[config.mk]
export PLATFORM = sky130hd
export DESIGN_NAME = wb_cache
export DESIGN_NICKNAME = d
export VERILOG_FILES = /design/src/rtl/wb_cache.sv
export SDC_FILE = /design/constraint.sdc
export NUM_CORES = 1
export LEC_CHECK = 0
export CAP_MARGIN = 10
export CORE_UTILIZATION = 63
export DETAILED_ROUTE_END_ITERATION = 16
export GPL_TIMING_DRIVEN = 0
export PLACE_DENSITY = 0.81
export SLEW_MARGIN = 30
export SYNTH_ARGS = -nofsm -noshare
export SYNTH_HDL_FRONTEND = slang
export SYNTH_SLANG_ARGS = --single-unit
[constraint.sdc]
create_clock -name clk -period 8.5 [get_ports clk]
set_input_delay 1.275 -clock clk [delete_from_list [all_inputs] [get_ports clk]]
set_output_delay 1.275 -clock clk [all_outputs]
set_load 0.02 [all_outputs]
[src/rtl/wb_cache.sv]
// wb_cache: direct-mapped, write-back / write-allocate cache with one CPU request in flight.
// Define WB_CACHE_STATS_EN to add saturating hit_count / miss_count outputs.
module wb_cache #(
  parameter int NUM_ROWS        = 8,
  parameter int WORD_W          = 16,
  parameter int WORDS_PER_BLOCK = 2,
  parameter int ADDR_W          = 16
) (
  input  logic                              clk,
  input  logic                              rst,
  input  logic                              cpu_req_valid,
  output logic                              cpu_req_ready,
  input  logic                              cpu_we,
  input  logic [ADDR_W-1:0]                 cpu_addr,
  input  logic [WORD_W-1:0]                 cpu_wdata,
  output logic                              cpu_resp_valid,
  output logic [WORD_W-1:0]                 cpu_rdata,
  output logic                              cpu_err,
  output logic                              mem_req_valid,
  input  logic                              mem_req_ready,
  output logic                              mem_req_we,
  output logic [ADDR_W-1:0]                 mem_req_addr,
  output logic [WORD_W*WORDS_PER_BLOCK-1:0] mem_wdata,
  input  logic                              mem_resp_valid,
  input  logic [WORD_W*WORDS_PER_BLOCK-1:0] mem_rdata
`ifdef WB_CACHE_STATS_EN
  ,
  output logic [31:0]                       hit_count,
  output logic [31:0]                       miss_count
`endif
);

  localparam int BLOCK_W  = WORD_W * WORDS_PER_BLOCK;
  localparam int OFF_W    = $clog2(WORD_W / 8);
  localparam int SEL_W    = $clog2(WORDS_PER_BLOCK);
  localparam int IDX_W    = $clog2(NUM_ROWS);
  localparam int LINE_LSB = OFF_W + SEL_W;
  localparam int TAG_W    = ADDR_W - LINE_LSB - IDX_W;
  localparam int SEL_WS   = (SEL_W > 0) ? SEL_W : 1;

  typedef enum logic [2:0] {IDLE, LOOKUP, WRITEBACK, REFILL, RESP} state_t;

  state_t                state_q, state_d;
  logic                  ready_en_q, ready_en_d;
  logic                  req_we_q, req_we_d;
  logic [ADDR_W-1:0]     req_addr_q, req_addr_d;
  logic [WORD_W-1:0]     req_wdata_q, req_wdata_d;
  logic [WORD_W-1:0]     rdata_q, rdata_d;
  logic                  err_q, err_d;
  logic                  refill_wait_q, refill_wait_d;
  logic                  relookup_q, relookup_d;
  logic [NUM_ROWS-1:0]   valid_q, valid_d;
  logic [NUM_ROWS-1:0]   dirty_q, dirty_d;
  logic [TAG_W-1:0]      tag_q  [NUM_ROWS];
  logic [TAG_W-1:0]      tag_d  [NUM_ROWS];
  logic [BLOCK_W-1:0]    data_q [NUM_ROWS];
  logic [BLOCK_W-1:0]    data_d [NUM_ROWS];

  logic [IDX_W-1:0]      req_idx;
  logic [TAG_W-1:0]      req_tag;
  logic [SEL_WS-1:0]     req_sel;
  logic                  hit;
  logic                  misaligned;
`ifdef WB_CACHE_STATS_EN
  logic [31:0]           hit_count_q, hit_count_d;
  logic [31:0]           miss_count_q, miss_count_d;
`endif

  always_comb begin
    req_idx    = IDX_W'(req_addr_q >> LINE_LSB);
    req_tag    = TAG_W'(req_addr_q >> (LINE_LSB + IDX_W));
    req_sel    = SEL_WS'(req_addr_q >> OFF_W) & SEL_WS'(WORDS_PER_BLOCK - 1);
    hit        = valid_q[req_idx] && (tag_q[req_idx] == req_tag);
    misaligned = (cpu_addr & ADDR_W'(WORD_W / 8 - 1)) != '0;
  end

  always_ff @(posedge clk or posedge rst) begin
    if (rst) begin
      state_q       <= IDLE;
      ready_en_q    <= 1'b0;
      req_we_q      <= 1'b0;
      req_addr_q    <= '0;
      req_wdata_q   <= '0;
      rdata_q       <= '0;
      err_q         <= 1'b0;
      refill_wait_q <= 1'b0;
      relookup_q    <= 1'b0;
      valid_q       <= '0;
      dirty_q       <= '0;
`ifdef WB_CACHE_STATS_EN
      hit_count_q   <= '0;
      miss_count_q  <= '0;
`endif
    end else begin
      state_q       <= state_d;
      ready_en_q    <= ready_en_d;
      req_we_q      <= req_we_d;
      req_addr_q    <= req_addr_d;
      req_wdata_q   <= req_wdata_d;
      rdata_q       <= rdata_d;
      err_q         <= err_d;
      refill_wait_q <= refill_wait_d;
      relookup_q    <= relookup_d;
      valid_q       <= valid_d;
      dirty_q       <= dirty_d;
`ifdef WB_CACHE_STATS_EN
      hit_count_q   <= hit_count_d;
      miss_count_q  <= miss_count_d;
`endif
    end
  end

  // Tag and data storage is only meaningful where valid is set, so it needs no reset.
  always_ff @(posedge clk) begin
    tag_q  <= tag_d;
    data_q <= data_d;
  end

  always_comb begin
    state_d       = state_q;
    ready_en_d    = 1'b1;
    req_we_d      = req_we_q;
    req_addr_d    = req_addr_q;
    req_wdata_d   = req_wdata_q;
    rdata_d       = rdata_q;
    err_d         = err_q;
    refill_wait_d = refill_wait_q;
    relookup_d    = relookup_q;
    valid_d       = valid_q;
    dirty_d       = dirty_q;
    tag_d         = tag_q;
    data_d        = data_q;
`ifdef WB_CACHE_STATS_EN
    hit_count_d   = hit_count_q;
    miss_count_d  = miss_count_q;
`endif
    case (state_q)
      IDLE: begin
        if (cpu_req_valid && cpu_req_ready) begin
          req_we_d    = cpu_we;
          req_addr_d  = cpu_addr;
          req_wdata_d = cpu_wdata;
          relookup_d  = 1'b0;
          err_d       = misaligned;
          if (misaligned) begin
            rdata_d = '0;
            state_d = RESP;
          end else begin
            state_d = LOOKUP;
          end
        end
      end
      LOOKUP: begin
        // relookup_q marks the guaranteed hit after a refill, kept out of the stats.
        if (hit) begin
`ifdef WB_CACHE_STATS_EN
          if (!relookup_q && hit_count_q != '1) hit_count_d = hit_count_q + 32'd1;
`endif
          if (req_we_q) begin
            data_d[req_idx][int'(req_sel)*WORD_W +: WORD_W] = req_wdata_q;
            dirty_d[req_idx] = 1'b1;
            rdata_d = req_wdata_q;
          end else begin
            rdata_d = data_q[req_idx][int'(req_sel)*WORD_W +: WORD_W];
          end
          state_d = RESP;
        end else begin
`ifdef WB_CACHE_STATS_EN
          if (!relookup_q && miss_count_q != '1) miss_count_d = miss_count_q + 32'd1;
`endif
          refill_wait_d = 1'b0;
          state_d = (valid_q[req_idx] && dirty_q[req_idx]) ? WRITEBACK : REFILL;
        end
      end
      WRITEBACK: begin
        if (mem_req_ready) begin
          dirty_d[req_idx] = 1'b0;
          state_d = REFILL;
        end
      end
      REFILL: begin
        if (!refill_wait_q) begin
          if (mem_req_ready) refill_wait_d = 1'b1;
        end else if (mem_resp_valid) begin
          data_d[req_idx]  = mem_rdata;
          tag_d[req_idx]   = req_tag;
          valid_d[req_idx] = 1'b1;
          dirty_d[req_idx] = 1'b0;
          relookup_d       = 1'b1;
          state_d          = LOOKUP;
        end
      end
      RESP:    state_d = IDLE;
      default: state_d = IDLE;
    endcase
  end

  always_comb begin
    cpu_req_ready  = (state_q == IDLE) && ready_en_q;
    cpu_resp_valid = (state_q == RESP);
    cpu_rdata      = (state_q == RESP) ? rdata_q : '0;
    cpu_err        = (state_q == RESP) && err_q;
    mem_req_valid  = (state_q == WRITEBACK) || ((state_q == REFILL) && !refill_wait_q);
    mem_req_we     = (state_q == WRITEBACK);
    mem_req_addr   = '0;
    mem_wdata      = '0;
    if (state_q == WRITEBACK) begin
      mem_req_addr = ADDR_W'({tag_q[req_idx], req_idx}) << LINE_LSB;
      mem_wdata    = data_q[req_idx];
    end else if ((state_q == REFILL) && !refill_wait_q) begin
      mem_req_addr = ADDR_W'({req_tag, req_idx}) << LINE_LSB;
    end
`ifdef WB_CACHE_STATS_EN
    hit_count  = hit_count_q;
    miss_count = miss_count_q;
`endif
  end

endmodule
# Yosys cells after proc, flatten, opt, wreduce, memory -nomap -nowiden
# Cells that the tools add are included.
dict set report op_classes {
  bitwise_logic 5
  n_reduce_logical 21
  n_mux 53
  n_eq_ne 13
  order_cmp 4
  addsub 1
  shifts 3
}
# op n
set ops {}
lappend ops {{256-bit 2-to-1 mux} 4}
lappend ops {{256-bit bitwise mux} 2}
lappend ops {{256-bit case mux with 2 select lines} 1}
lappend ops {{32-bit demux with 3-bit select} 2}
lappend ops {{32-bit 2-to-1 mux} 5}
lappend ops {{16-bit 2-to-1 mux} 7}
lappend ops {{32-bit binary-select mux with 3-bit select} 1}
lappend ops {{88-bit bitwise mux} 1}
lappend ops {{8-bit 2-to-1 mux} 5}
lappend ops {{11-bit binary-select mux with 3-bit select} 1}
lappend ops {{11-bit demux with 3-bit select} 1}
lappend ops {{11-bit 2-to-1 mux} 3}
lappend ops {{5-bit negator with 33-bit output} 1}
lappend ops {{16-bit by 33-bit variable shift with 32-bit output, first input constant} 1}
lappend ops {{16-bit by 33-bit variable part select with 32-bit output} 1}
lappend ops {{16-bit case mux with 2 select lines} 1}
lappend ops {{32-bit by 6-bit variable part select with 16-bit output} 1}
lappend ops {{8-bit case mux with 3 select lines} 1}
lappend ops {{3-bit 2-to-1 mux} 6}
lappend ops {{2-bit inequality test, second input constant} 8}
lappend ops {{8-bit OR} 2}
lappend ops {{3-bit case mux with 4 select lines} 1}
lappend ops {{11-bit equality test} 1}
lappend ops {{8-bit bitwise AND} 1}
lappend ops {{other kinds (24)} 42}
dict set report word_totals {
  ff_bits 415
  out_inout_bits 69
  wordCells 126
  inputBits 70
}

# Longest topological paths before layout
dict set report depth {
  word_depth 9
  depth_mapped 12
  depth_no_buf 7
}

# Least setup slack after synthesis
# Ideal clock, no wire load.
dict set report synth_path {
  kind {flip-flop to flip-flop}
  startpoint {register req_addr_q[4]}
  endpoint {register data_q[0] (netlist name), enable pin}
  t_arrival_ns 3.927
  path_buffers 4
  required_time_ns 8.070
  stages_incl_launch_ff 12
  setup_slack_ns 4.143
  period_less_slack_ns 4.357
  path_cell_list {dfrtp_1 -> clkbuf_1 -> buf_2 -> buf_2 -> mux2i_1 -> a22oi_1 -> o211ai_1 -> xnor2_1 -> nor4_4 -> a31oi_4 -> buf_6 -> nor4_1}
}
dict set report synth_via {
  elab_chain_len 8
  word_cells_on_any_way 10
}
# element line_no
set synth_rtl {}
lappend synth_rtl {{start, declared} 46} ;# logic [ADDR_W-1:0] req_addr_q, req_addr_d;
lappend synth_rtl {{start signal, assigned} 98} ;# req_addr_q <= req_addr_d;
lappend synth_rtl {{3-bit inverter with 4-bit output (implied by the code)} 73} ;# hit = valid_q[req_idx] && (tag_q[req_idx] == req_tag);
lappend synth_rtl {{11-bit binary-select mux with 3-bit select} 73}
lappend synth_rtl {{11-bit 2-to-1 mux (implied by the code) (2 in a row)} 73}
lappend synth_rtl {{11-bit equality test} 73}
lappend synth_rtl {{1-bit logical AND *} 73}
lappend synth_rtl {{2-bit inequality test (no line) *} -}
lappend synth_rtl {{5-bit AND reduction (no line) *} -}
lappend synth_rtl {{end signal, assigned} 116} ;# data_q <= data_d;
lappend synth_rtl {{end, declared} 56} ;# logic [BLOCK_W-1:0] data_q [NUM_ROWS];
# Every way passes the cells marked *; elsewhere a longest branch is shown, timed or not. The select of a mux whose other input is x is not followed.
# A chain may end at the register's enable or synchronous reset.

# Final worst setup path
dict set report layout_path {
  startpoint {register req_addr_q[4]}
  endpoint {output port mem_wdata[12]}
}
dict set report layout_via {
  elab_chain_len 5
}
# element line_no
set layout_rtl {}
lappend layout_rtl {{3-bit inverter with 4-bit output (implied by the code)} 209} ;# mem_wdata = data_q[req_idx];
lappend layout_rtl {{32-bit binary-select mux with 3-bit select} 209}
lappend layout_rtl {{32-bit 2-to-1 mux (implied by the code) (2 in a row)} 209}
lappend layout_rtl {{32-bit 2-to-1 mux} 207} ;# if (state_q == WRITEBACK) begin
lappend layout_rtl {{end, declared} 23} ;# output logic [WORD_W*WORDS_PER_BLOCK-1:0] mem_wdata,
# No other way between the ends. The select of a mux whose other input is x is not followed.

==> summary.md <==
The later pin in the worst-skew pair is clocked with a latency of 0.54 ns. The internal power of the cells totals 4.66 mW. The logs give 27.2% for the relative slew slack and 0 for the count of warnings emitted by yosys. The final critical path takes up 78.3% of the cycle. The logs give 2 for the number of antenna violations at the first check in global routing and 42.0% for the global-route usage over all layers.

The routed layout has 14400 vias. Total setup buffers inserted after CTS: 0. The first global-routing pass estimated 86.3 mm of wire. For the pin with the worst max-slew slack, the measured transition is 1.09 ns.

Setup repair after global routing left no endpoint under its margin. The logs give 0 for the number of slew-limit violations in the final report and 7.78 nW for the leakage component of the power. At the worst endpoint, the required time is 7.22 ns.

The post-placement cell count came out at 2035. For the number of DRC violations after detailed-routing iteration 0, the log shows 2459. Traced cell by cell, the critical path runs through clkbuf_1 > buf_2 > buf_2 > inv_2 > nor3_2 > clkbuf_1 > a22oi_1 > nand4_1 > and2_1 > clkdlybuf4s50_1. In this run the power density over the cells is 381 mW/mm².

Measured along the y axis, the die boundary spans 171 µm. The clock network accounts for 21.2% of the total power. The async set-or-reset flop fraction in the synthesized netlist was 16.9%; the layout filler cell count was 1721. STA classifies the critical path endpoint as an output pin. For the count of H-tree levels built during CTS, the log shows 2. By area the synthesized netlist is led by sky130_fd_sc_hd__edfxtp_1, sky130_fd_sc_hd__dfrtp_1, sky130_fd_sc_hd__nor2_1.

The die covers 0.0291 mm². Sequential elements use 67.5% of the synthesized area. The root buffer cell was sky130_fd_sc_hd__clkbuf_16. Worst setup slack after placement: 2.82 ns. Dividing the detail-routed via count by the number of cells gives 6.84. Averaged over all synthesized cells, the footprint is 12.2 µm². The run finished with clean final reports. The area of all placed cells without fillers is 0.0215 mm². The number of core rows is 61, and the setup total negative slack is 0 ns. TritonCTS built the clock tree. Startpoint type of the worst setup path: a flop. The worst-case IR drop observed on VDD is 0.221 mV. The analysis attributes to net switching a power of 3.54 mW.

On the critical path, the stage with the largest delay is an instance of sky130_fd_sc_hd__clkbuf_1. Sequential cells burn 34.8% of the power. The estimated wirelength of the detail-placed design was 41.0 mm; the number of enable flip-flop cells after synthesis was 344.

The number of port buffers works out to 136. The tools report the number of iterations in the first detailed-routing pass as 8. The tools report the number of buffers inserted during clock tree synthesis as 42. The clock passes through at most 3 buffers.

After clock tree synthesis, the repair step resized 0 gates. Path type of the worst min-delay path: reg -> reg. The tool flagged a number of max-cap violations equal to 0. The initial utilization of the core area, before any placement, comes to 64.3%. The clock-pin slew on the worst setup and hold paths works out to 0.06 ns. Setup slack closes at 1.84 ns.

In the final layout, the share of cells above drive strength 1 is 11.3%. The start-to-end type of the worst setup path was reg -> out. After synthesis, the largest area contributor takes up 57.7% of total cell area. The I/O pin count is 139. The floorplan die width was 171 µm. The logs give 43.9% for the power share of the combinational group and 414 for the count of clock tree sinks.

The biggest cell delay along the critical path is 0.86 ns. After technology mapping, the gate count stands at 1468. Entering global routing, the biggest net connects 40 pins. For this run, the leading register cell type out of synthesis is sky130_fd_sc_hd__edfxtp_1. In the final routed layout, each cell accounts on average for 28.4 µm.

Net switching is 43.1% of the power. The number of global-route vias before repair was 13900; the arrival time at the worst endpoint was 5.38 ns. The total overflow left after global routing is 0. The time the worst path needs with I/O delays and setup is 6.66 ns, and the cell area reported after detailed placement is 0.0202 mm².

The post-layout total power came out at 8.20 mW. The logs give 1771 for the number of nets in the layout and 0 for the remaining number of nets flagged by the antenna check after routing. The tools report the count of hold-fix buffers inserted at cts as 0. Timing would allow up to 150 MHz.

The number of different library cells used by synthesis comes to 55. In the routed design, unresolved DRC markers number 0. Synthesis inferred 414 register bits. The number of setup violations in the final report is 0, and the global placement routability congestion is 1.02. The core footprint was 0.0279 mm²; the synthesis-to-finish area growth was 20.0%. The number of standard cells in the layout, taps in and fillers out is 2111, and the hold violation count in the final report is 0.

The critical-path maximum fanout was 10. The library cell occupying the most area in the post-synthesis netlist was sky130_fd_sc_hd__edfxtp_1. On the final layout, the worst clock skew is 0.0115 ns. For this block, the routed nets add up to 60.1 mm of wire.

The synthesized netlist occupies a cell area of 0.0179 mm².
## worst max-delay path: cells and delay by family, from the launching register on
family	cells	cell delay, ns
compound gates	1	0.29
flops	1	0.33
buf+inv	6	2.84
simple gates	3	1.36
## cells in the final DEF (no fill, tap or decap), types with 4 or more instances in the layout
cell type	n
sky130_fd_sc_hd__nor2_2	10
sky130_fd_sc_hd__nor4_2	16
sky130_fd_sc_hd__buf_4	18
sky130_fd_sc_hd__buf_6	5
sky130_fd_sc_hd__clkbuf_1	96
sky130_fd_sc_hd__edfxtp_1	344
sky130_fd_sc_hd__mux2i_1	28
sky130_fd_sc_hd__a22o_1	4
sky130_fd_sc_hd__nand4_1	33
sky130_fd_sc_hd__nand3_1	4
sky130_fd_sc_hd__clkinv_1	12
sky130_fd_sc_hd__clkbuf_16	42
sky130_fd_sc_hd__inv_1	4
sky130_fd_sc_hd__o21ai_1	8
sky130_fd_sc_hd__and3_1	33
sky130_fd_sc_hd__buf_2	42
sky130_fd_sc_hd__mux2_2	11
sky130_fd_sc_hd__or2_2	8
sky130_fd_sc_hd__a22oi_1	133
sky130_fd_sc_hd__nor2_1	294
sky130_fd_sc_hd__clkinv_2	6
sky130_fd_sc_hd__clkdlybuf4s50_1	136
sky130_fd_sc_hd__o31a_1	16
sky130_fd_sc_hd__mux4_2	12
sky130_fd_sc_hd__nand2_1	175
sky130_fd_sc_hd__a21oi_1	35
sky130_fd_sc_hd__xnor2_1	9
sky130_fd_sc_hd__o21ai_0	13
sky130_fd_sc_hd__and2_1	58
sky130_fd_sc_hd__dfrtp_1	70
## synthesized netlist by cell type (2+ instances only)
cell	instances
sky130_fd_sc_hd__a21oi_1	36
sky130_fd_sc_hd__a221o_1	3
sky130_fd_sc_hd__a221oi_1	3
sky130_fd_sc_hd__a22o_1	4
sky130_fd_sc_hd__a22oi_1	133
sky130_fd_sc_hd__a31oi_1	4
sky130_fd_sc_hd__and2_1	58
sky130_fd_sc_hd__and3_1	33
sky130_fd_sc_hd__buf_1	2
sky130_fd_sc_hd__buf_2	7
sky130_fd_sc_hd__buf_4	2
sky130_fd_sc_hd__buf_6	5
sky130_fd_sc_hd__clkbuf_1	86
sky130_fd_sc_hd__conb_1	2
sky130_fd_sc_hd__dfrtp_1	70
sky130_fd_sc_hd__edfxtp_1	344
sky130_fd_sc_hd__inv_1	5
sky130_fd_sc_hd__mux2_2	11
sky130_fd_sc_hd__mux2i_1	28
sky130_fd_sc_hd__mux4_2	12
sky130_fd_sc_hd__nand2_1	175
sky130_fd_sc_hd__nand2b_1	2
sky130_fd_sc_hd__nand3_1	4
sky130_fd_sc_hd__nand4_1	33
sky130_fd_sc_hd__nor2_1	304
sky130_fd_sc_hd__nor2b_1	3
sky130_fd_sc_hd__nor3_1	2
sky130_fd_sc_hd__nor3b_1	2
sky130_fd_sc_hd__nor4_1	16
sky130_fd_sc_hd__o21ai_0	13
sky130_fd_sc_hd__o21ai_1	8
sky130_fd_sc_hd__o22ai_1	3
sky130_fd_sc_hd__o31a_1	16
sky130_fd_sc_hd__or2_2	8
sky130_fd_sc_hd__or3_1	3
sky130_fd_sc_hd__xnor2_1	9
## final timing paths
check	startpoint	to	slack (ns)	cells past startpoint
max in group asynchronous	rst	req_wdata_q[7]	6.78	3
min in group asynchronous	rst	req_addr_q[3]	1.13	2
setup / recovery	req_addr_q[4]	mem_wdata[12]	1.84	10
setup reg to reg	req_addr_q[4]	data_q[5]	3.65	14
hold reg to reg	valid_q[3]	valid_q[3]	0.47	1
hold / removal	valid_q[3]	valid_q[3]	0.47	1
## stage by stage
stage	hold slack, ns	utilization (%)
after floorplan	0.432	-
after global placement	0.448	70.9
after detailed placement	0.452	72.5
after CTS	0.467	77.0
after global routing	0.478	77.1
final	0.475	77.1
## power by group through the flow
stage	combinational, mW	sequential (mW)	clock, mW
6_report	3.60	2.85	1.74
5_1_grt	3.69	2.87	1.80
4_1_cts	3.40	2.83	1.72
3_5_place_dp	3.36	2.87	0
3_3_place_gp	3.22	2.86	0
2_1_floorplan	1.97	2.78	0
## state kept, by name (all words and copies together), names as in the netlist, named ones only
| name | cells |
|---|---|
| data_q | 256 |
| req_addr_q | 16 |
| state_q | 3 |
| ready_en_q | 1 |
| req_we_q | 1 |
| refill_wait_q | 1 |
| rdata_q | 16 |
| req_wdata_q | 16 |
| valid_q | 8 |
| tag_q | 88 |
## metal layers
metal	routed length (µm)	up-vias	global-route usage [%]	part of all wire, %
li1	-	5811	-	-
met1	20600	6858	54.9	34
met2	25500	1424	60.6	43
met3	9440	352	14.6	16
met4	4470	2	26.0	7.4
met5	13	-	0	0.022
## area by class of cell
cell class / instances / area, µm² / share of cell area (%)
plain buffers: 103 / 458 / 2.13
multi-input cells: 945 / 5510 / 25.6
clock inverters: 22 / 165 / 0.769
clock buffers: 53 / 1090 / 5.08
inverters: 7 / 28.8 / 0.134
well taps: 378 / 473 / 2.20
diodes: 1 / 2.50 / 0.0116
repair buffers: 188 / 1680 / 7.80
flip-flops and latches: 414 / 12100 / 56.2
## cells by family (layout without fill, tap and decap cells)
kind of cell,Yosys count,after routing,synth area share [%]
simple gates,649,649,16.2
xor+xnor,10,10,0.531
other cells,2,4,0.0419
compound gates,231,231,9.24
mux,52,52,3.84
flops,414,414,67.5
buf+inv,110,373,2.70
Power figures use the tool's default switching activity.
